`config.mk`:
```
export PLATFORM = sky130hd
export DESIGN_NAME = core_mem_arb
export DESIGN_NICKNAME = d
export VERILOG_FILES = /design/src/rtl/core_mem_arb_pkg.sv /design/src/rtl/core_mem_arb_prio.sv /design/src/rtl/core_mem_arb.sv
export SDC_FILE = /design/constraint.sdc
export NUM_CORES = 1
export LEC_CHECK = 0
export ABC_AREA = 1
export BUFFER_PORTS_ARGS = -buffer_cell sky130_fd_sc_hd__buf_4
export CAP_MARGIN = 0
export CORE_AREA = 2 2 113 115
export CTS_CLUSTER_SIZE = 12
export DETAILED_ROUTE_END_ITERATION = 16
export DIE_AREA = 0 0 115 117
export PLACE_DENSITY = 0.67
export RECOVER_POWER = 50
export SETUP_SLACK_MARGIN = 0.4
export SYNTH_ARGS = -nofsm -noshare
export SYNTH_HDL_FRONTEND = slang
export SYNTH_HIERARCHICAL = 1
export SYNTH_SLANG_ARGS = --single-unit
export TNS_END_PERCENT = 50
```
`constraint.sdc`:
```
create_clock -name clk -period 3.7 [get_ports clk]
set_input_delay 0.74 -clock clk [delete_from_list [all_inputs] [get_ports clk]]
set_output_delay 0.74 -clock clk [all_outputs]
set_load 0.02 [all_outputs]
```
`src/rtl/core_mem_arb_pkg.sv`:
```
// core_mem_arb_pkg: shared widths and encodings for the core memory arbiter.
//   CORE_PC_WIDTH / CORE_XLEN : fetch-address and data-path widths
//   arb_state_e               : arbiter FSM state encoding (2-bit)
//   arb_owner_e               : owner of the in-flight transaction
package core_mem_arb_pkg;

   localparam int CORE_PC_WIDTH         = 32;
   localparam int CORE_XLEN             = 32;
   localparam int CORE_MEM_WMASK_WIDTH  = 8;

   typedef enum logic [1:0] {
      CORE_MEM_ARB_IDLE  = 2'd0,
      CORE_MEM_ARB_ISSUE = 2'd1,
      CORE_MEM_ARB_WAIT  = 2'd2
   } arb_state_e;

   typedef enum logic {
      CORE_MEM_ARB_OWN_IFU = 1'b0,
      CORE_MEM_ARB_OWN_LSU = 1'b1
   } arb_owner_e;

endpackage

```
`src/rtl/core_mem_arb_prio.sv`:
```
// core_mem_arb_prio: grant selection between IFU and LSU.
//   idle      in  arbiter is in IDLE and may grant
//   ifu_valid in  IFU request pending
//   lsu_valid in  LSU request pending
//   grant_ifu out IFU wins this cycle (before any flush masking)
//   grant_lsu out LSU wins this cycle
// With CORE_MEM_ARB_STARVE_EN defined, a saturating counter of LSU grants
// taken while IFU waits hands the next grant to IFU once it reaches
// STARVE_LIMIT; otherwise LSU has strict priority and clk/rst are absent.
module core_mem_arb_prio
   import core_mem_arb_pkg::*;
#(
   parameter int STARVE_LIMIT = 4
) (
`ifdef CORE_MEM_ARB_STARVE_EN
   input  logic clk,
   input  logic rst,
`endif
   input  logic idle,
   input  logic ifu_valid,
   input  logic lsu_valid,
   output logic grant_ifu,
   output logic grant_lsu
);

`ifdef CORE_MEM_ARB_STARVE_EN
   localparam logic [3:0] LIMIT = 4'(STARVE_LIMIT);

   logic [3:0] starve_cnt_q;
   logic [3:0] starve_cnt_d;
   logic       ifu_turn;

   assign ifu_turn = (starve_cnt_q == LIMIT) & ifu_valid;

   always_comb begin
      grant_lsu    = idle & lsu_valid & ~ifu_turn;
      grant_ifu    = idle & ifu_valid & ~grant_lsu;
      starve_cnt_d = starve_cnt_q;
      if (idle) begin
         if (grant_lsu & ifu_valid) begin
            if (starve_cnt_q != LIMIT) starve_cnt_d = starve_cnt_q + 4'd1;
         end else if (grant_ifu | ~ifu_valid) begin
            starve_cnt_d = 4'd0;
         end
      end
   end

   always_ff @(posedge clk or posedge rst) begin
      if (rst) starve_cnt_q <= 4'd0;
      else     starve_cnt_q <= starve_cnt_d;
   end
`else
   assign grant_lsu = idle & lsu_valid;
   assign grant_ifu = idle & ifu_valid & ~lsu_valid;
`endif

endmodule

```
`src/rtl/core_mem_arb.sv`:
```
// core_mem_arb: shares one memory port between IFU fetch and the LSU.
// One transaction outstanding; request payload is registered, the response
// path is a combinational pass-through steered to the owner.
//   clk, rst (async, active-high), flush (commit pipeline flush pulse)
//   ifu_req_*/ifu_rsp_* : IFU request/response valid-ready channels
//   lsu_req_*/lsu_rsp_* : LSU request/response valid-ready channels
//   mem_req_*/mem_rsp_* : memory-side request/response channels
// Optional feature macro: CORE_MEM_ARB_STARVE_EN (anti-starvation counter).
//
// state | meaning
// IDLE  | arbitrate, accept one request
// ISSUE | mem_req_valid high until mem_req_ready
// WAIT  | response steered to owner (or dropped after IFU flush)
module core_mem_arb
   import core_mem_arb_pkg::*;
#(
   parameter int STARVE_LIMIT = 4
) (
   input  logic                            clk,
   input  logic                            rst,
   input  logic                            flush,
   input  logic                            ifu_req_valid,
   output logic                            ifu_req_ready,
   input  logic [CORE_PC_WIDTH-1:0]        ifu_req_addr,
   output logic                            ifu_rsp_valid,
   input  logic                            ifu_rsp_ready,
   output logic [CORE_XLEN-1:0]            ifu_rsp_data,
   input  logic                            lsu_req_valid,
   output logic                            lsu_req_ready,
   input  logic                            lsu_req_wen,
   input  logic [CORE_XLEN-1:0]            lsu_req_addr,
   input  logic [CORE_XLEN-1:0]            lsu_req_wdata,
   input  logic [CORE_MEM_WMASK_WIDTH-1:0] lsu_req_wmask,
   output logic                            lsu_rsp_valid,
   input  logic                            lsu_rsp_ready,
   output logic [CORE_XLEN-1:0]            lsu_rsp_data,
   output logic                            mem_req_valid,
   input  logic                            mem_req_ready,
   output logic                            mem_req_wen,
   output logic [CORE_XLEN-1:0]            mem_req_addr,
   output logic [CORE_XLEN-1:0]            mem_req_wdata,
   output logic [CORE_MEM_WMASK_WIDTH-1:0] mem_req_wmask,
   input  logic                            mem_rsp_valid,
   output logic                            mem_rsp_ready,
   input  logic [CORE_XLEN-1:0]            mem_rsp_data
);

   arb_state_e                      state_q, state_d;
   arb_owner_e                      owner_q, owner_d;
   logic                            wen_q, wen_d;
   logic [CORE_XLEN-1:0]            addr_q, addr_d;
   logic [CORE_XLEN-1:0]            wdata_q, wdata_d;
   logic [CORE_MEM_WMASK_WIDTH-1:0] wmask_q, wmask_d;
   logic                            drop_q, drop_d;

   logic idle, grant_ifu, grant_lsu;
   logic ifu_hs, lsu_hs, in_wait, drop_set, drop_now, rsp_hs;

   assign idle = (state_q == CORE_MEM_ARB_IDLE);

   core_mem_arb_prio #(.STARVE_LIMIT(STARVE_LIMIT)) u_prio (
`ifdef CORE_MEM_ARB_STARVE_EN
      .clk       (clk),
      .rst       (rst),
`endif
      .idle      (idle),
      .ifu_valid (ifu_req_valid),
      .lsu_valid (lsu_req_valid),
      .grant_ifu (grant_ifu),
      .grant_lsu (grant_lsu)
   );

   assign ifu_req_ready = grant_ifu & ~flush;
   assign lsu_req_ready = grant_lsu;
   assign ifu_hs        = ifu_req_valid & ifu_req_ready;
   assign lsu_hs        = lsu_req_valid & lsu_req_ready;

   assign in_wait  = (state_q == CORE_MEM_ARB_WAIT);
   // A flush in the same cycle as the response already suppresses it.
   assign drop_set = flush & ~idle & (owner_q == CORE_MEM_ARB_OWN_IFU);
   assign drop_now = drop_q | drop_set;

   assign mem_req_valid = (state_q == CORE_MEM_ARB_ISSUE);
   assign mem_req_wen   = wen_q;
   assign mem_req_addr  = addr_q;
   assign mem_req_wdata = wdata_q;
   assign mem_req_wmask = wmask_q;

   assign ifu_rsp_valid = in_wait & (owner_q == CORE_MEM_ARB_OWN_IFU) & ~drop_now & mem_rsp_valid;
   assign lsu_rsp_valid = in_wait & (owner_q == CORE_MEM_ARB_OWN_LSU) & mem_rsp_valid;
   assign ifu_rsp_data  = mem_rsp_data;
   assign lsu_rsp_data  = mem_rsp_data;
   assign mem_rsp_ready = in_wait & ((owner_q == CORE_MEM_ARB_OWN_LSU) ? lsu_rsp_ready
                                                                       : (drop_now | ifu_rsp_ready));
   assign rsp_hs        = mem_rsp_valid & mem_rsp_ready;

   always_comb begin
      state_d = state_q;
      owner_d = owner_q;
      wen_d   = wen_q;
      addr_d  = addr_q;
      wdata_d = wdata_q;
      wmask_d = wmask_q;
      drop_d  = drop_q;
      case (state_q)
         CORE_MEM_ARB_IDLE: begin
            if (lsu_hs) begin
               owner_d = CORE_MEM_ARB_OWN_LSU;
               wen_d   = lsu_req_wen;
               addr_d  = lsu_req_addr;
               wdata_d = lsu_req_wdata;
               wmask_d = lsu_req_wmask;
               state_d = CORE_MEM_ARB_ISSUE;
            end else if (ifu_hs) begin
               owner_d = CORE_MEM_ARB_OWN_IFU;
               wen_d   = 1'b0;
               addr_d  = CORE_XLEN'(ifu_req_addr);
               wdata_d = '0;
               wmask_d = '0;
               state_d = CORE_MEM_ARB_ISSUE;
            end
         end
         CORE_MEM_ARB_ISSUE: begin
            if (drop_set) drop_d = 1'b1;
            if (mem_req_ready) state_d = CORE_MEM_ARB_WAIT;
         end
         CORE_MEM_ARB_WAIT: begin
            if (rsp_hs) begin
               drop_d  = 1'b0;
               state_d = CORE_MEM_ARB_IDLE;
            end else if (drop_set) begin
               drop_d = 1'b1;
            end
         end
         default: state_d = CORE_MEM_ARB_IDLE;
      endcase
   end

   always_ff @(posedge clk or posedge rst) begin
      if (rst) begin
         state_q <= CORE_MEM_ARB_IDLE;
         owner_q <= CORE_MEM_ARB_OWN_IFU;
         wen_q   <= 1'b0;
         addr_q  <= '0;
         wdata_q <= '0;
         wmask_q <= '0;
         drop_q  <= 1'b0;
      end else begin
         state_q <= state_d;
         owner_q <= owner_d;
         wen_q   <= wen_d;
         addr_q  <= addr_d;
         wdata_q <= wdata_d;
         wmask_q <= wmask_d;
         drop_q  <= drop_d;
      end
   end

endmodule
```
==> impl_metrics.py <==
metrics = {
    "run_status": {
        "status": "complete, but fails checks",
        "violations": "max-capacitance violations, max-slew violations",
    },
    "global_routing": {
        "grt_first_pass_wirelength_mm": 16.66,
        "grt_usage": 0.1592,
        "antenna_found_initial": 0,
        "grt-ovfl-total": 0,
        "grt_pass1_vias": 3256,
        "grt_start_max_net_pins": 68,
    },
    "sta": {
        "setup_tns_ns": 0,
        "worst_clock_skew_ns": 0.009147,
        "worst_pin_slew_ns": 2.408,
        "rsz0062_at_grt": "no",
        "hold_viol": 0,
        "relSlewSlack": -0.6070,
        "fin_crit_ns": 2.895,
        "final-max-slew-violation-count": 65,
        "finalSetupViolCount": 0,
        "fmax_ghz": 0.3454,
        "post-route-period-util": 0.7824,
    },
    "clock_tree": {
        "post-cts-setup-buffer-count": 0,
        "clock-sinks": 77,
        "cts_tree": "yes",
        "hold_buffers": 0,
        "clk_pin_slew_worst_paths_ns": 0.05,
        "cts_made_buffers": 9,
        "cts_max_level": 3,
        "clockRootBuffer": "clkbuf_16",
        "post_cts_resized": 0,
        "clk-insertion-delay-late_ns": 0.33,
        "clock_path_buffers": 2,
    },
    "worst_setup_path": {
        "reg2reg_setup_slack_ns": 1.10,
        "end_kind": "output port",
        "reg2reg_depth": 11,
        "crit_fanout": 44,
        "cp.required_ns": 2.96,
        "r2r-end": "mem_req_wdata[5]",
        "startpoint": "state_q[1]",
        "r2r_start": "state_q[1]",
        "critPathKind": "reg2out",
        "cp.arrival_ns": 2.15,
        "start_kind": "flop",
    },
    "floorplan": {
        "die-area_um2": 13460,
        "coreArea_um2": 12310,
        "io_pins": 289,
        "die_x_um": 115,
        "rows": 41,
        "die_h_um": 117,
        "initial_core_util": 0.3175,
    },
    "routing": {
        "wl_per_cell_um": 14.89,
        "avgViaCountPerCell": 4.636,
        "vias": 3431,
        "wl_met3_um": 763,
        "first_pass_iters": 4,
        "dr_wl_met2_mm": 5.805,
        "wl_mm": 11.02,
        "drt-initial-drc-count": 159,
        "ant_nets": 0,
        "drc": 0,
        "wl_met1_mm": 4.398,
        "dr.max_layer_used": "met4",
    },
    "logic_synthesis": {
        "synth.most_common_cell": "nand2_1",
        "yosysTopAreaCellShare": 0.4930,
        "syn-num-nets": 616,
        "synth_top_family_by_area": "buffers and inverters",
        "yosysWarningCount": 6,
        "synthSimpleGateAreaFrac": 0.1764,
        "yosys.area_share.xor_xnor": 0,
        "synth_common_cells": "79 x nand2_1, 77 x dfrtp_1, 64 x buf_4, 54 x inv_1, 47 x nand3_1",
        "syn_area_um2": 3909,
        "synth_cell_types": 17,
        "yosys.area.top_type": "dfrtp_1",
        "synth-seq-area-share": 0.4930,
        "synthAdderAreaFrac": 0.009603,
        "synth.area.mux_share": 0,
        "ys_async_sr_fraction": 1.000,
        "synth_compound_area_frac": 0.1124,
        "syn_inst": 467,
        "synth_area_per_cell_um2": 8.370,
        "synthTopCellsByArea": "dfrtp_1 49%, buf_4 12%, nand2_1 7.6%",
        "synth_seq_cells": 77,
        "synth_ff_type": "dfrtp_1",
        "synth_edf_count": 0,
    },
    "place": {
        "port_buffers": 192,
        "place_hpwl_mm": 8.460,
        "placed_area_um2": 4986,
        "gp_congestion": 0.8274,
    },
    "run": {
        "max_cap_viol_count": 1,
    },
    "layout": {
        "area_growth_syn_to_layout_pct": 33.87,
        "layout-drive-gt1-share": 0.3356,
        "final_cell_area_um2": 5233,
        "num_antenna_cells": 0,
        "nNetsFinal": 734,
    },
    "power_and_ir_drop": {
        "peakVddDrop_v": 0.0002910,
        "power.total_mw": 4.485,
        "power.density_cell_area_nw_per_um2": 857.2,
        "leakage_nw": 2.594,
    },
    "min_path": {
        "hold_depth": 2,
        "hold_path.class": "reg2reg",
        "whs_endpoint": "state_q[0]",
        "worstHoldStart": "state_q[0]",
    },
}
[placed cells by master, fill, tap and decap left out, types with 2 or more instances in the layout]
cell / synthesis / final
buf_4: 64 / 175
nand2_1: 79 / 79
dfrtp_1: 77 / 77
inv_1: 54 / 53
nand3_1: 47 / 47
o21ai_0: 44 / 44
nor2_1: 34 / 34
a31oi_1: 32 / 32
clkbuf_1: 12 / 22
clkbuf_16: 0 / 9
nor2_2: 2 / 2
ha_1: 3 / 2
bufinv_16: 0 / 2
clkbuf_8: 0 / 2
clkinv_2: 0 / 2
[metal layers]
layer | vias up | GRT usage
met5 | - | 0
met4 | 0 | 0.04498
met3 | 4 | 0.04274
met2 | 184 | 0.2816
met1 | 1567 | 0.1916
li1 | 1676 | -
[power by group]
part | leakage, nW | switching [mW] | internal (mW)
Clock | 0.163 | 0.328 | 0.625
Sequential | 0.914 | 0.240 | 1.26
Combinational | 1.52 | 1.26 | 0.778
Total | 2.59 | 1.82 | 2.66
[metrics by stage]
| stage | hold WS [ns] | std cells | setup slack, ns | util |
|---|---|---|---|---|
| 6_report | 0.5046 | 740 | 0.8051 | 0.4250 |
| 5_1_grt | 0.5441 | 740 | 0.5393 | 0.4250 |
| 4_1_cts | 0.5077 | 740 | 0.8059 | 0.4315 |
| 3_5_place_dp | 0.4946 | 724 | 1.060 | 0.4050 |
| 3_3_place_gp | 0.4803 | 724 | 1.255 | 0.4050 |
| 2_1_floorplan | 0.4666 | 467 | 0.9933 | - |
[worst max path at each step]
stage	cells past startpoint	end	slack, ns
floorplan	1	drop_q	0.99
global placement	11	mem_req_addr[1]	1.26
detailed placement	12	mem_req_addr[17]	1.06
CTS	8	ifu_rsp_valid	0.81
global route	2	mem_req_addr[6]	0.54
finish	8	ifu_rsp_valid	0.81
[critical path, stage by stage, from the launching register on]
cell,delay [ns]
dfrtp_1,0.40
inv_1,0.10
ha_2,0.23
buf_4,0.40
nor2_1,0.09
nand2_1,0.10
nand2_1,0.07
nor4_1,0.24
buf_4,0.21
[sequential cells by signal (all words and copies together), names as in the netlist]
name           cells
owner_q            1
mem_req_wmask      8
drop_q             1
mem_req_wen        1
mem_req_addr      32
state_q            2
mem_req_wdata     32
[cell families (layout without fill, tap and decap cells)]
kind of cell    count (synthesis)  in the layout
compound gates                 77             77
fa+ha+maj                       3              3
buf+inv                       145            268
flops                          77             77
simple gates                  165            165
[layout make-up]
class | count | area [µm²]
Sequential cell | 77 | 1927
Clock inverter | 4 | 70.07
Inverter | 54 | 202.7
Fill cell | 1277 | 7079
Multi-Input combinational cell | 245 | 1169
Clock buffer | 12 | 256.5
Timing Repair Buffer | 198 | 1420
Tap cell | 150 | 187.7
Note: power is estimated with default switching activity, not from simulation.
